--- src/rtl/tc_sample_scheduler.sv ---
// tc_sample_scheduler
//   Paces thermocouple ADC conversions at a programmable burst period,
//   averages 1/2/4/8 codes per burst and hands the truncated mean to the
//   temperature calculator. A stalled ADC read raises a sticky fault.
//
// Ports
//   clk, rst_n      clock (rising edge), synchronous active-low reset
//   i_ena           run enable; a burst in flight always completes
//   i_interval      burst start-to-start period in cycles
//   i_avg_log2      log2 of samples per burst, latched at burst start
//   i_fault_clr     pulse; clears o_fault (a simultaneous set wins)
//   o_adc_start     pulse; starts one ADC SPI read
//   i_adc_stb       pulse; i_adc_code valid (honoured in READ only)
//   i_adc_code      ADC result
//   o_calc_start    pulse to the calculator
//   o_calc_code     averaged code, held until the next o_calc_start
//   i_calc_done     pulse from the calculator (honoured in CALC only)
//   o_busy          high whenever the sequencer is not idle
//   o_fault         sticky ADC read timeout flag
//   o_sample_cnt    completed-burst counter, wraps 255 -> 0
module tc_sample_scheduler #(
   parameter int unsigned CODE_W     = 10,
   parameter int unsigned INTERVAL_W = 16,
   parameter int unsigned TIMEOUT    = 64
) (
   input  logic                  clk,
   input  logic                  rst_n,
   input  logic                  i_ena,
   input  logic [INTERVAL_W-1:0] i_interval,
   input  logic [1:0]            i_avg_log2,
   input  logic                  i_fault_clr,
   output logic                  o_adc_start,
   input  logic                  i_adc_stb,
   input  logic [CODE_W-1:0]     i_adc_code,
   output logic                  o_calc_start,
   output logic [CODE_W-1:0]     o_calc_code,
   input  logic                  i_calc_done,
   output logic                  o_busy,
   output logic                  o_fault,
   output logic [7:0]            o_sample_cnt
);

   localparam int unsigned ACC_W = CODE_W + 3;
   localparam int unsigned TO_W  = $clog2(TIMEOUT + 1);

   typedef enum logic [2:0] {
      S_IDLE,
      S_START,
      S_READ,
      S_CALC,
      S_WAIT
   } state_t;

   state_t state, state_nxt;

   logic [1:0]            avg_q;
   logic [ACC_W-1:0]      acc;
   logic [3:0]            n;
   logic [INTERVAL_W-1:0] period;
   logic [TO_W-1:0]       to_cnt;
   logic                  burst_first;
   logic                  calc_start_q;
   logic [CODE_W-1:0]     calc_code_q;
   logic                  fault_q;
   logic [7:0]            sample_cnt_q;

   logic [ACC_W-1:0]      acc_sum;
   logic [ACC_W-1:0]      mean;
   logic [3:0]            n_inc;
   logic                  last_sample;
   logic                  timed_out;
   logic [INTERVAL_W-1:0] interval_m1;

   always_comb begin
      acc_sum     = acc + ACC_W'(i_adc_code);
      mean        = acc_sum >> avg_q;
      n_inc       = n + 4'd1;
      last_sample = (n_inc == (4'd1 << avg_q));
      // Counter reaches zero on this cycle's decrement.
      timed_out   = (to_cnt <= TO_W'(1));
      interval_m1 = (i_interval == '0) ? '0 : i_interval - INTERVAL_W'(1);
   end

   always_ff @(posedge clk) begin
      if (!rst_n) state <= S_IDLE;
      else        state <= state_nxt;
   end

   always_comb begin
      state_nxt   = state;
      o_adc_start = 1'b0;
      o_busy      = (state != S_IDLE);
      case (state)
         S_IDLE:  if (i_ena) state_nxt = S_START;
         S_START: begin
            o_adc_start = 1'b1;
            state_nxt   = S_READ;
         end
         S_READ: begin
            if (i_adc_stb)      state_nxt = last_sample ? S_CALC : S_START;
            else if (timed_out) state_nxt = S_WAIT;
         end
         S_CALC:  if (i_calc_done) state_nxt = S_WAIT;
         S_WAIT: begin
            if (!i_ena)                           state_nxt = S_IDLE;
            else if (period <= INTERVAL_W'(1))    state_nxt = S_START;
         end
         default: state_nxt = S_IDLE;
      endcase
   end

   always_ff @(posedge clk) begin
      if (!rst_n) begin
         avg_q        <= '0;
         acc          <= '0;
         n            <= '0;
         period       <= '0;
         to_cnt       <= '0;
         burst_first  <= 1'b0;
         calc_start_q <= 1'b0;
         calc_code_q  <= '0;
         fault_q      <= 1'b0;
         sample_cnt_q <= '0;
      end else begin
         calc_start_q <= 1'b0;
         // Period timer runs in every state; it is loaded with interval-1
         // so the WAIT "<= 1" test lands the next start exactly
         // i_interval cycles after the previous one.
         if (period != '0) period <= period - INTERVAL_W'(1);
         if (i_fault_clr) fault_q <= 1'b0;
         case (state)
            S_IDLE, S_WAIT: burst_first <= 1'b1;
            S_START: begin
               burst_first <= 1'b0;
               to_cnt      <= TO_W'(TIMEOUT);
               if (burst_first) begin
                  avg_q  <= i_avg_log2;
                  acc    <= '0;
                  n      <= '0;
                  period <= interval_m1;
               end
            end
            S_READ: begin
               if (to_cnt != '0) to_cnt <= to_cnt - TO_W'(1);
               if (i_adc_stb) begin
                  acc <= acc_sum;
                  n   <= n_inc;
                  if (last_sample) begin
                     calc_code_q  <= mean[CODE_W-1:0];
                     calc_start_q <= 1'b1;
                  end
               end else if (timed_out) begin
                  fault_q <= 1'b1;
               end
            end
            S_CALC: if (i_calc_done) sample_cnt_q <= sample_cnt_q + 8'd1;
            default: ;
         endcase
      end
   end

   assign o_calc_start = calc_start_q;
   assign o_calc_code  = calc_code_q;
   assign o_fault      = fault_q;
   assign o_sample_cnt = sample_cnt_q;

endmodule

--- config.mk ---
export PLATFORM = sky130hd
export DESIGN_NAME = tc_sample_scheduler
export DESIGN_NICKNAME = d
export VERILOG_FILES = /design/src/rtl/tc_sample_scheduler.sv
export SDC_FILE = /design/constraint.sdc
export NUM_CORES = 1
export LEC_CHECK = 0
export BUFFER_PORTS_ARGS = -buffer_cell sky130_fd_sc_hd__buf_2
export CAP_MARGIN = 20
export CORE_ASPECT_RATIO = 0.9
export CORE_MARGIN = 2
export CORE_UTILIZATION = 35
export DETAILED_ROUTE_END_ITERATION = 8
export SETUP_SLACK_MARGIN = 0.1
export SLEW_MARGIN = 30
export SYNTH_ARGS = -nofsm -noshare
export SYNTH_HDL_FRONTEND = slang
export SYNTH_SLANG_ARGS = --single-unit
--- constraint.sdc ---
create_clock -name clk -period 3.69 [get_ports clk]
set_clock_uncertainty 0.15 [all_clocks]
set_input_delay 0.369 -clock clk [delete_from_list [all_inputs] [get_ports clk]]
set_output_delay 0.369 -clock clk [all_outputs]
set_load 0.05 [all_outputs]
==> results.toml <==
[detailed_routing]
drt_first_pass_iters = 6
wl_per_cell_um = 13.7
drc = 0
vias_per_cell = 5.23
vias = 3675
drt_iter0_drc = 188
drtAntennaViolNets = 0
wl_um = 9640

[synthesis]
synthFlopType = "dfxtp_1"
synthXorXnorAreaFrac_pct = 10.3
synth-edff-count = 0
synth_simple_gate_area_share_pct = 23.1
ys_seq_elements = 66
synth_top_family_by_area = "simple AND/OR/NAND/NOR gates"
ys_warn_count = 0
synthMuxAreaShare_pct = 4.25
synth_compound_area_share_pct = 19.9
synthArstFlopShare_pct = 0
synth_fp_nets = 545
netlist_area_mm2 = 0.00407
syn_inst = 491
ys_seq_area_share_pct = 32.5
synth_cell_types = 66
synth_area_per_cell_um2 = 8.28
synthAdderAreaFrac_pct = 6.34

[timing]
tightestPinTransition_ns = 0.818
slew_viol_final = 0
finalCritPeriodShare_pct = 73.9
finalHoldViolCount = 0
rsz0062_at_grt = "false"
fmax_mhz = 366
tns_ns = 0
fin_crit_ns = 2.73
slew_headroom_pct = 45.4
setup_viol = 0

[setup_path]
timing.rr.start = "acc[0]"
cp_max_fo = 8
worstSetupPathType = "reg -> reg"
worst-endpoint-required_ns = 3.80
crit_arrival_ns = 2.84
worstRegToRegCells = 10
slowest_delay_ns = 0.47
worstSetupStartpointType = "register"
crit_path_end_kind = "register"
reg2reg_to = "o_calc_code[7]"
crit_family = "compound AO/OA/AOI/OAI gates"
crit_chain = "ha_1 > inv_1 > fa_1 > nor2b_1 > o31a_1 > o22a_2 > a31oi_4 > xor2_1 > mux4_2 > a21oi_1"
cp_slowest_cell = "mux4_2"
worst-path-buf-inv = 1
ff2ff_setup_slack_ns = 0.96

[clocking]
cts_resized = 0
insertion_delay_ns = 0.33
clock-sinks = 66
clk_pin_slew_worst_paths_ns = 0.05
post_cts_buffers = 0
cts-htree-levels = 3
cts_hold_buf = 0
cts_buffers = 9
clk_path_buf_depth = 2
ctsRootBufferMaster = "clkbuf_16"
tritoncts = "yes"

[global_route]
antenna_found_initial = 0
grt_usage_pct = 16.0
grt_pass1_vias = 3532
grt_max_degree = 47
grt_pass1_wl_um = 16300
gr-total-overflow = 0

[placement]
place_area_mm2 = 0.00450
portBuffers = 55
dpl.hpwl_um = 6990
gp_congestion = 0.853

[worst_hold_path]
hold_end = "avg_q[1]"
hold_path_class = "in -> reg"
min_path_cells = 3
min_from = "i_avg_log2[1]"

[status]
status = "finished, final reports clean"

[flow_run]
drv_cap = 0

[final_layout]
fin_area_mm2 = 0.00478
antenna_cells = 0
layout_common_cells = "nor2_1 (67), dfxtp_1 (66), buf_2 (55)"
nets = 596
final_common_cell = "nor2_1"
post-route-util_pct = 42.0
final.fill_count = 1192
drive_gt1_share_pct = 16.8
area_growth_syn_to_layout_pct = 17.7

[floorplan]
die_x_um = 118
ios = 56
die_h_um = 106
die_area_mm2 = 0.0125
start_util_pct = 35.7
row_count = 37
core_area_mm2 = 0.0114

[power]
ir_drop_uv = 230
power.leakage_nw = 1.94
p_per_area_mw_per_mm2 = 584
[Yosys cell counts (4+ instances only)]
master,count,area share (%)
a211oi_1,11,2.0
a21oi_1,38,4.7
a22oi_1,12,2.2
and3_1,5,0.77
clkbuf_1,17,1.6
dfxtp_1,66,32
ha_1,19,5.8
inv_1,15,1.4
mux2i_1,6,1.5
mux4_2,4,2.2
nand2_1,33,3.0
nand2b_1,4,0.62
nand3_1,13,1.6
nand4_1,8,1.2
nor2_1,67,6.2
nor2b_1,5,0.77
nor3_1,16,2.0
nor4_1,6,0.92
o21a_1,4,0.74
o21ai_0,15,1.8
o21ai_1,7,0.86
o22ai_1,7,1.1
or3_1,6,0.92
xnor2_1,22,4.7
xor2_1,26,5.6
[cell type report]
class	instances	area (µm²)	share of cell area (%)
clock buffers	11	233	4.86
clock inverters	5	55.1	1.15
inverters	18	67.6	1.41
multi-input cells	387	2600	54.3
flip-flops and latches	66	1320	27.6
well taps	156	195	4.08
repair buffers	60	313	6.54
[worst reg2reg max path: stages (launching register included)]
cell and delay, ns:
dfxtp_1 0.33, ha_1 0.18, inv_1 0.06, fa_1 0.40, nor2b_1 0.16, o31a_1 0.20, o22a_2 0.24, a31oi_4 0.15
xor2_1 0.18, mux4_2 0.47, a21oi_1 0.14
[cell families after synthesis]
group | after synthesis
buffers and inverters | 38
adder cells (fa/ha/maj) | 20
flip-flops | 66
multiplexers | 12
XOR/XNOR | 48
AND/OR/NAND/NOR | 185
AO/OA/AOI/OAI | 122
[sequential cells by signal, indices dropped and copies added, names as in the netlist]
register / count
to_cnt: 7
o_calc_code: 10
burst_first: 1
avg_q: 2
o_calc_start: 1
o_fault: 1
o_sample_cnt: 8
acc: 13
n: 4
state: 3
period: 16
[worst max-delay path by stage]
stage | startpoint | to | slack (ns) | cells past startpoint
finish | acc[0] | o_calc_code[7] | 0.96 | 10
global placement | i_adc_code[0] | o_calc_code[7] | 0.87 | 11
CTS | acc[0] | o_calc_code[7] | 0.94 | 10
detailed placement | i_adc_code[0] | o_calc_code[4] | 0.84 | 11
global route | acc[0] | o_calc_code[7] | 0.79 | 10
floorplan | i_adc_code[0] | o_calc_code[7] | 1.10 | 10
[stage by stage]
step                hold slack [ns]  instances  power (W)  worst slack (ns)
global placement              0.293        687    0.00195             0.867
detailed placement            0.305        687    0.00196             0.843
finish                        0.145        703    0.00279             0.961
CTS                           0.134        703    0.00282             0.945
floorplan                     0.274        491    0.00175              1.10
global route                  0.150        703    0.00301             0.792
[layer usage]
metal / global-route usage, % / vias to the layer above / share of wire [%]
met1: 21.1 / 1710 / 50
met3: 4.45 / 4 / 3.5
met4: 3.70 / 0 / 0.60
met2: 26.1 / 74 / 46
li1: - / 1887 / -
met5: 0 / - / 0
[report_power, final]
group          switching, W  leakage [nW]  internal, W  total [W]
logic              0.000587          1.27     0.000416    0.00100
registers          0.000122         0.537     0.000837   0.000959
clock network      0.000312         0.136     0.000520   0.000832
total               0.00102          1.94      0.00177    0.00279
Power figures use the tool's default switching activity.
